--- src/rtl/mult_div_unit.sv ---
// mult_div_unit: iterative signed 32x32 multiply / 32/32 divide with HI/LO results
module mult_div_unit #(
   parameter int WIDTH = 32,
   parameter int CNTW  = 6
) (
   input  logic             clk,
   input  logic             reset,
   input  logic             start,
   input  logic             MDCtrl,
   input  logic [WIDTH-1:0] A,
   input  logic [WIDTH-1:0] B,
   output logic [WIDTH-1:0] HI,
   output logic [WIDTH-1:0] LO,
   output logic             busy,
   output logic             done,
   output logic             div0
);
   typedef enum logic [1:0] {IDLE, CALC, FIX, DONE} state_t;
   state_t               state, state_nx;
   logic [WIDTH-1:0]     ma, mq, abs_a, abs_b, quo_s, rem_s;
   logic [2*WIDTH-1:0]   acc, prod_s;
   logic [WIDTH:0]       add_sum;
   logic [WIDTH+1:0]     sub_diff;
   logic                 sign_a, sign_b, is_div, go, last, borrow;
   logic [CNTW-1:0]      cnt;

   assign div0   = MDCtrl & (B == '0);
   assign go     = start & ~div0;
   assign last   = cnt == CNTW'(WIDTH - 1);
   assign abs_a  = A[WIDTH-1] ? -A : A;
   assign abs_b  = B[WIDTH-1] ? -B : B;

   // state register
   always_ff @(posedge clk or negedge reset)
      if (!reset) state <= IDLE;
      else        state <= state_nx;

   // next state and status outputs
   always_comb begin
      state_nx = state;
      busy     = state != IDLE;
      done     = state == DONE;
      case (state)
         IDLE:    state_nx = go ? CALC : IDLE;
         CALC:    state_nx = last ? FIX : CALC;
         FIX:     state_nx = DONE;
         default: state_nx = IDLE;
      endcase
   end

   // one iteration of shift-add (MULT) or restoring shift-subtract (DIV), plus sign fix-up
   always_comb begin
      add_sum  = {1'b0, acc[2*WIDTH-1:WIDTH]} + (mq[0] ? {1'b0, ma} : '0);
      sub_diff = {1'b0, acc[2*WIDTH-1:WIDTH], mq[WIDTH-1]} - {2'b0, ma};
      // a non-borrowing difference is below the divisor, so bit WIDTH is only set on borrow
      borrow   = |sub_diff[WIDTH+1:WIDTH];
      prod_s   = (sign_a ^ sign_b) ? -acc : acc;
      quo_s    = (sign_a ^ sign_b) ? -mq : mq;
      rem_s    = sign_a ? -acc[2*WIDTH-1:WIDTH] : acc[2*WIDTH-1:WIDTH];
   end

   // operand latch, iteration datapath and HI/LO result registers
   always_ff @(posedge clk or negedge reset)
      if (!reset) begin
         ma     <= '0;
         mq     <= '0;
         acc    <= '0;
         cnt    <= '0;
         sign_a <= 1'b0;
         sign_b <= 1'b0;
         is_div <= 1'b0;
         HI     <= '0;
         LO     <= '0;
      end else begin
         case (state)
            IDLE: if (go) begin
               ma     <= abs_b;
               mq     <= abs_a;
               sign_a <= A[WIDTH-1];
               sign_b <= B[WIDTH-1];
               is_div <= MDCtrl;
               acc    <= '0;
               cnt    <= '0;
            end
            CALC: begin
               cnt <= cnt + CNTW'(1);
               if (is_div) begin
                  acc[2*WIDTH-1:WIDTH] <= borrow ? {acc[2*WIDTH-2:WIDTH], mq[WIDTH-1]} : sub_diff[WIDTH-1:0];
                  mq <= {mq[WIDTH-2:0], ~borrow};
               end else begin
                  acc <= {add_sum, acc[WIDTH-1:1]};
                  mq  <= mq >> 1;
               end
            end
            FIX: {HI, LO} <= is_div ? {rem_s, quo_s} : prod_s;
            default: ;
         endcase
      end
endmodule

--- config.mk ---
export PLATFORM = sky130hd
export DESIGN_NAME = mult_div_unit
export DESIGN_NICKNAME = d
export VERILOG_FILES = /design/src/rtl/mult_div_unit.sv
export SDC_FILE = /design/constraint.sdc
export NUM_CORES = 1
export LEC_CHECK = 0
export CAP_MARGIN = 25
export CORE_MARGIN = 3
export CORE_UTILIZATION = 50
export CTS_BUF_LIST = sky130_fd_sc_hd__clkbuf_8
export DETAILED_ROUTE_END_ITERATION = 10
export PLACE_DENSITY = 0.81
export SLEW_MARGIN = 10
export SYNTH_ARGS = -nofsm -noshare
export SYNTH_HDL_FRONTEND = slang
export SYNTH_SLANG_ARGS = --single-unit
--- constraint.sdc ---
create_clock -name clk -period 4.95 [get_ports clk]
set_input_delay 0.99 -clock clk [delete_from_list [all_inputs] [get_ports clk]]
set_output_delay 0.99 -clock clk [all_outputs]
set_load 0.02 [all_outputs]
# == Word level (Yosys, flattened, before mapping) ==
# Cells that the tools add are included.
# classes
n_mux,20
add_sub_neg,8
bitwise,5
eq_ne,6
reduce_logical,8
# ops
op,n
$mux 32,10
$mux 64,3
$neg 32->32,4
$pmux 64 s2,1
$neg 64->64,1
$pmux 32 s2,1
$sub 33x32->34,1
$add 32x32->33,1
$logic_not 32->1,1
$pmux 6 s2,1
$add 6x1->6 const B,1
$eq 6x5->1 const B,1
$mux 6,1
$pmux 2 s3,1
$eq 2x2->1 const B,2
$ne 2x2->1 const B,2
$reduce_and 2->1,2
$reduce_bool 2->1,2
$reduce_and 3->1,1
$and 1x1->1,2
$eq 2x1->1 const B,1
$logic_not 2->1,1
$mux 2,1
$not 1->1,2
other kinds (3),3
# word_totals
inputBits,68
output_inout_bits,67
reg_bits,203
elab_cells,58

# == Depth between registers and ports, before layout ==
# depth
ltp_word,6
mapped_depth,15
depth_no_buf,14

# == Worst setup path before layout ==
# No wires, ideal clock.
# synth_timing
kind,input port to flip-flop
from,in A[10]
to,reg mq[29]
arrival_ps,3837
path_slack_ps,1031
t_required_ps,4867
stages,10
setup_time_ps,83
path_buffers,0
cell_sequence,or4_1 > or3_1 > or3_1 > nand2b_1 > or3_1 > or4_1 > o31ai_1 > xnor2_1 > o21ai_1 > o21ai_0
# synth_via
elab_chain_cells,4
# synth_lines
item,line_no,text
from (decl),10,"input logic [WIDTH-1:0] A,"
$neg 32->32,30,assign abs_a = A[WIDTH-1] ? -A : A;
$mux 32,30,
$mux 32,76,IDLE: if (go) begin
$pmux 32 s2,75,case (state)
to (signal assigned),78,mq <= abs_a;
to (signal assigned),89,"mq <= {mq[WIDTH-2:0], ~borrow};"
to (signal assigned),92,mq <= mq >> 1;
to (decl),20,"logic [WIDTH-1:0] ma, mq, abs_a, abs_b, quo_s, rem_s;"
# Every way passes these cells. The select of a mux whose other input is x is not followed.
# A chain may end at the register's enable or synchronous reset.

# == Worst setup path after layout ==
# layout_timing
from,in B[6]
to,out div0
# layout_via
elab_chain_cells,2
# layout_lines
item,line_no,text
from (decl),11,"input logic [WIDTH-1:0] B,"
$logic_not 32->1,27,assign div0 = MDCtrl & (B == '0);
$and 1x1->1,27,
to (decl),16,output logic div0
# Every way passes these cells.

==> results.sh <==
export IMPL_status="complete, no violations"
export IMPL_grt_start_max_net_pins=123
export IMPL_drive_gt1_share_pct=5.91
export IMPL_routedWlPerCell_um=18.2
export IMPL_dp_worst_setup_slack_ns=0.272
export IMPL_io_buffers=134
export IMPL_postSynthCellCount=2046
export IMPL_yosys_warnings=0
export IMPL_critPathArrivalTime_ns=3.47
export IMPL_root_buffer="clkbuf_8"
export IMPL_layout_min_cycle_time_ns=4.46
export IMPL_clkPwrFrac_pct=12.7
export IMPL_ys_ff_latch=203
export IMPL_min_path_type="flop to flop"
export IMPL_core_area_um2=31000
export IMPL_gp_congestion=0.964
export IMPL_fmax_mhz=224
export IMPL_drtAntennaViolNets=0
export IMPL_grt_met3_usage_pct=4.46
export IMPL_post_synth_top_area_fraction_pct=31.9
export IMPL_use_met1_pct=39.8
export IMPL_nNetsFinal=2278
export IMPL_grtUsageTotal_pct=26.9
export IMPL_tns_ns=0
export IMPL_synthArstFlopShare_pct=100
export IMPL_drc_errors=0
export IMPL_dieArea_um2=34100
export IMPL_die_w_um=185
export IMPL_worst_pin_slew_ns=1.01
export IMPL_yosys_top_cells_area="dfrtp_1 (32%), o21ai_0 (9.6%), nand2_1 (7.7%)"
export IMPL_cts_resized=0
export IMPL_htree_levels=2
export IMPL_ys_types=70
export IMPL_clk_latency_ns=0.55
export IMPL_yosysTopAreaCell="dfrtp_1"
export IMPL_diodes=0
export IMPL_dr_pass1_iters=6
export IMPL_finalWirelength_um=46600
export IMPL_clockBufferDepth=3
export IMPL_post_route_util_pct=59.5
export IMPL_clkTransAtPathRegs_ns=0.06
export IMPL_synthesis_nets=2186
export IMPL_path_max_fanout=5
export IMPL_clkSinkCount=203
export IMPL_io_pins=135
export IMPL_die_h_um=185
export IMPL_layout_setup_ws_ns=0.494
export IMPL_slew_viol_final=0
export IMPL_syn_to_final_growth_pct=15.7
export IMPL_ctsHoldBuffers=0
export IMPL_postCtsSetupRepairBufs=0
export IMPL_post_route_period_util_pct=90.0
export IMPL_slew_headroom_pct=32.8
export IMPL_internal_power_mw=6.65
export IMPL_rsz0062_at_grt="no"
export IMPL_synth_area_um2=15900
export IMPL_grt_pass1_vias=14600
export IMPL_vias_per_cell=6.09
export IMPL_maxCapViolations=0
export IMPL_dpl_hpwl_um=34700
export IMPL_pwr_share_seq_pct=25.3
export IMPL_cts_inserted_buffers=36
export IMPL_hold_ws_ns=0.476
export IMPL_finClkSkew_ns=0.0321
export IMPL_peakVddDrop_v=0.000266
export IMPL_start_util_pct=51.4
export IMPL_hold_violations=0
export IMPL_power_switching_mw=6.40
export IMPL_powerDensity_nw_per_um2=708
export IMPL_crit_required_ns=3.96
export IMPL_synth_edff_count=0
export IMPL_setup_viol_count_final=0
export IMPL_swShare_pct=49.0
export IMPL_antenna_found_initial=1
export IMPL_leakagePower_nw=7.96
export IMPL_avgSynthCellArea_um2=7.79
export IMPL_synth_ff_type="dfrtp_1"
export IMPL_met2_usage_pct=40.5
export IMPL_cts_tree="built"
export IMPL_fillCellCount=2734
export IMPL_num_rows=64
export IMPL_grt_busiest_layer="met2"
export IMPL_grt_pass1_wl_um=75100
export IMPL_grt_ovfl_total=0
export IMPL_startpoint_type="primary input"
export IMPL_crit_type="primary input to primary output"
export IMPL_power_frac_comb_pct=61.9
export IMPL_worstSetupEndpointType="primary output"
export IMPL_synth_yosys_seq_area_share_pct=31.9
export IMPL_drt_iter0_markers=1740
export IMPL_vias=15600
## layout by cell type, fill, tap and decap left out, types with 17 or more instances in the layout
cell type and count:
clkdlybuf4s50_1 133, o31ai_1 33, nand2_1 327, buf_4 31
nor2_1 137, a21oi_1 132, mux2i_1 40, nor4_1 21
clkbuf_8 43, o21ai_0 307, a21o_1 35, a22oi_1 25
ha_1 70, or4_1 17, xnor2_1 121, xor2_1 78
nor3_1 28, nand2b_1 17, nand3_1 35, a31oi_1 19
inv_1 78, or3_1 25, dfrtp_1 202
## area by class of cell
type                       instances  area, um2  area share, %
multi-input combinational       1662      10200           55.5
tap                              396        495           2.69
sequential                       203       5080           27.6
timing repair buffer             167       1600           8.69
clock buffer                      42        578           3.14
inverter                          68        255           1.38
clock inverter                    22        184          0.998
## kinds of logic after synthesis
kind of cell | Yosys count | synth area share, %
compound gates | 666 | 24.9
xor+xnor | 201 | 11.0
fa+ha+maj | 72 | 5.75
buf+inv | 181 | 4.27
flops | 203 | 31.9
mux | 44 | 2.87
simple gates | 679 | 19.3
## worst max-delay path, stage by stage
cell and delay (ns):
clkdlybuf4s50_1 0.49, nor4_1 0.62, and3_1 0.36, nand4_1 0.22, nor2_1 0.16, clkdlybuf4s50_1 0.62
## path summary, 6_finish.rpt
path / end / cells after the start / from / slack, ns
min reg2reg: LO[16]$_DFFE_PN0P_ / 2 / LO[16]$_DFFE_PN0P_ / 0.48
max reg2reg: acc[39]$_DFFE_PN0P_ / 13 / mq[31]$_DFFE_PN0P_ / 0.90
min: LO[16]$_DFFE_PN0P_ / 2 / LO[16]$_DFFE_PN0P_ / 0.48
max: div0 / 6 / B[6] / 0.49
max in group asynchronous: HI[19]$_DFFE_PN0P_ / 2 / reset / 3.36
min in group asynchronous: mq[9]$_DFFE_PN0P_ / 1 / reset / 0.54
## cell usage after synthesis, types with 5 or more instances
cell type	n
nand3_1	35
buf_1	11
a22oi_1	25
mux2i_1	40
nor4_1	21
o21ai_1	6
xor2_1	79
ha_1	70
a31o_2	6
or4_1	17
o21bai_1	9
o21a_1	9
o41ai_1	15
o21ai_0	307
o221ai_1	5
or2_2	12
nor3_1	28
xnor2_1	122
inv_1	67
nand3b_1	8
nor2_1	140
dfrtp_1	203
or3_1	25
nand4_1	10
a21oi_1	132
nand2_1	328
a211oi_1	8
and2_1	5
and3_1	10
nand2b_1	17
o31ai_1	33
a31oi_1	19
clkbuf_1	101
a21o_1	36
nor2b_1	11
o211ai_1	16
## through the flow
| stage | total power [mW] | instance area (um2) | std cells |
|---|---|---|---|
| after CTS | 12.9 | 18400 | 2558 |
| after global placement | 11.0 | 17600 | 2494 |
| after detailed placement | 11.2 | 17600 | 2494 |
| after global routing | 14.1 | 18400 | 2560 |
| final | 13.1 | 18400 | 2560 |
| after floorplan | 8.79 | 15900 | 2046 |
## routing by layer
metal / vias up / part of all wire (%)
met5: - / 0
met4: 0 / 2.5
met3: 105 / 8.5
met2: 750 / 43
met1: 7292 / 46
li1: 7449 / -
## power by group through the flow
stage | clock network [mW] | logic [mW] | registers, mW
2_1_floorplan | 0 | 5.58 | 3.21
3_3_place_gp | 0 | 7.78 | 3.25
3_5_place_dp | 0 | 7.94 | 3.29
4_1_cts | 1.69 | 7.98 | 3.26
5_1_grt | 1.77 | 8.90 | 3.39
6_report | 1.66 | 8.08 | 3.31
## flip-flops by register name, indices dropped and copies added (netlist names), 2 cells and up
name and cells:
cnt 6, state 2, LO 32, HI 32
mq 32, acc 64, ma 32
(Power assumes the default switching activity.)
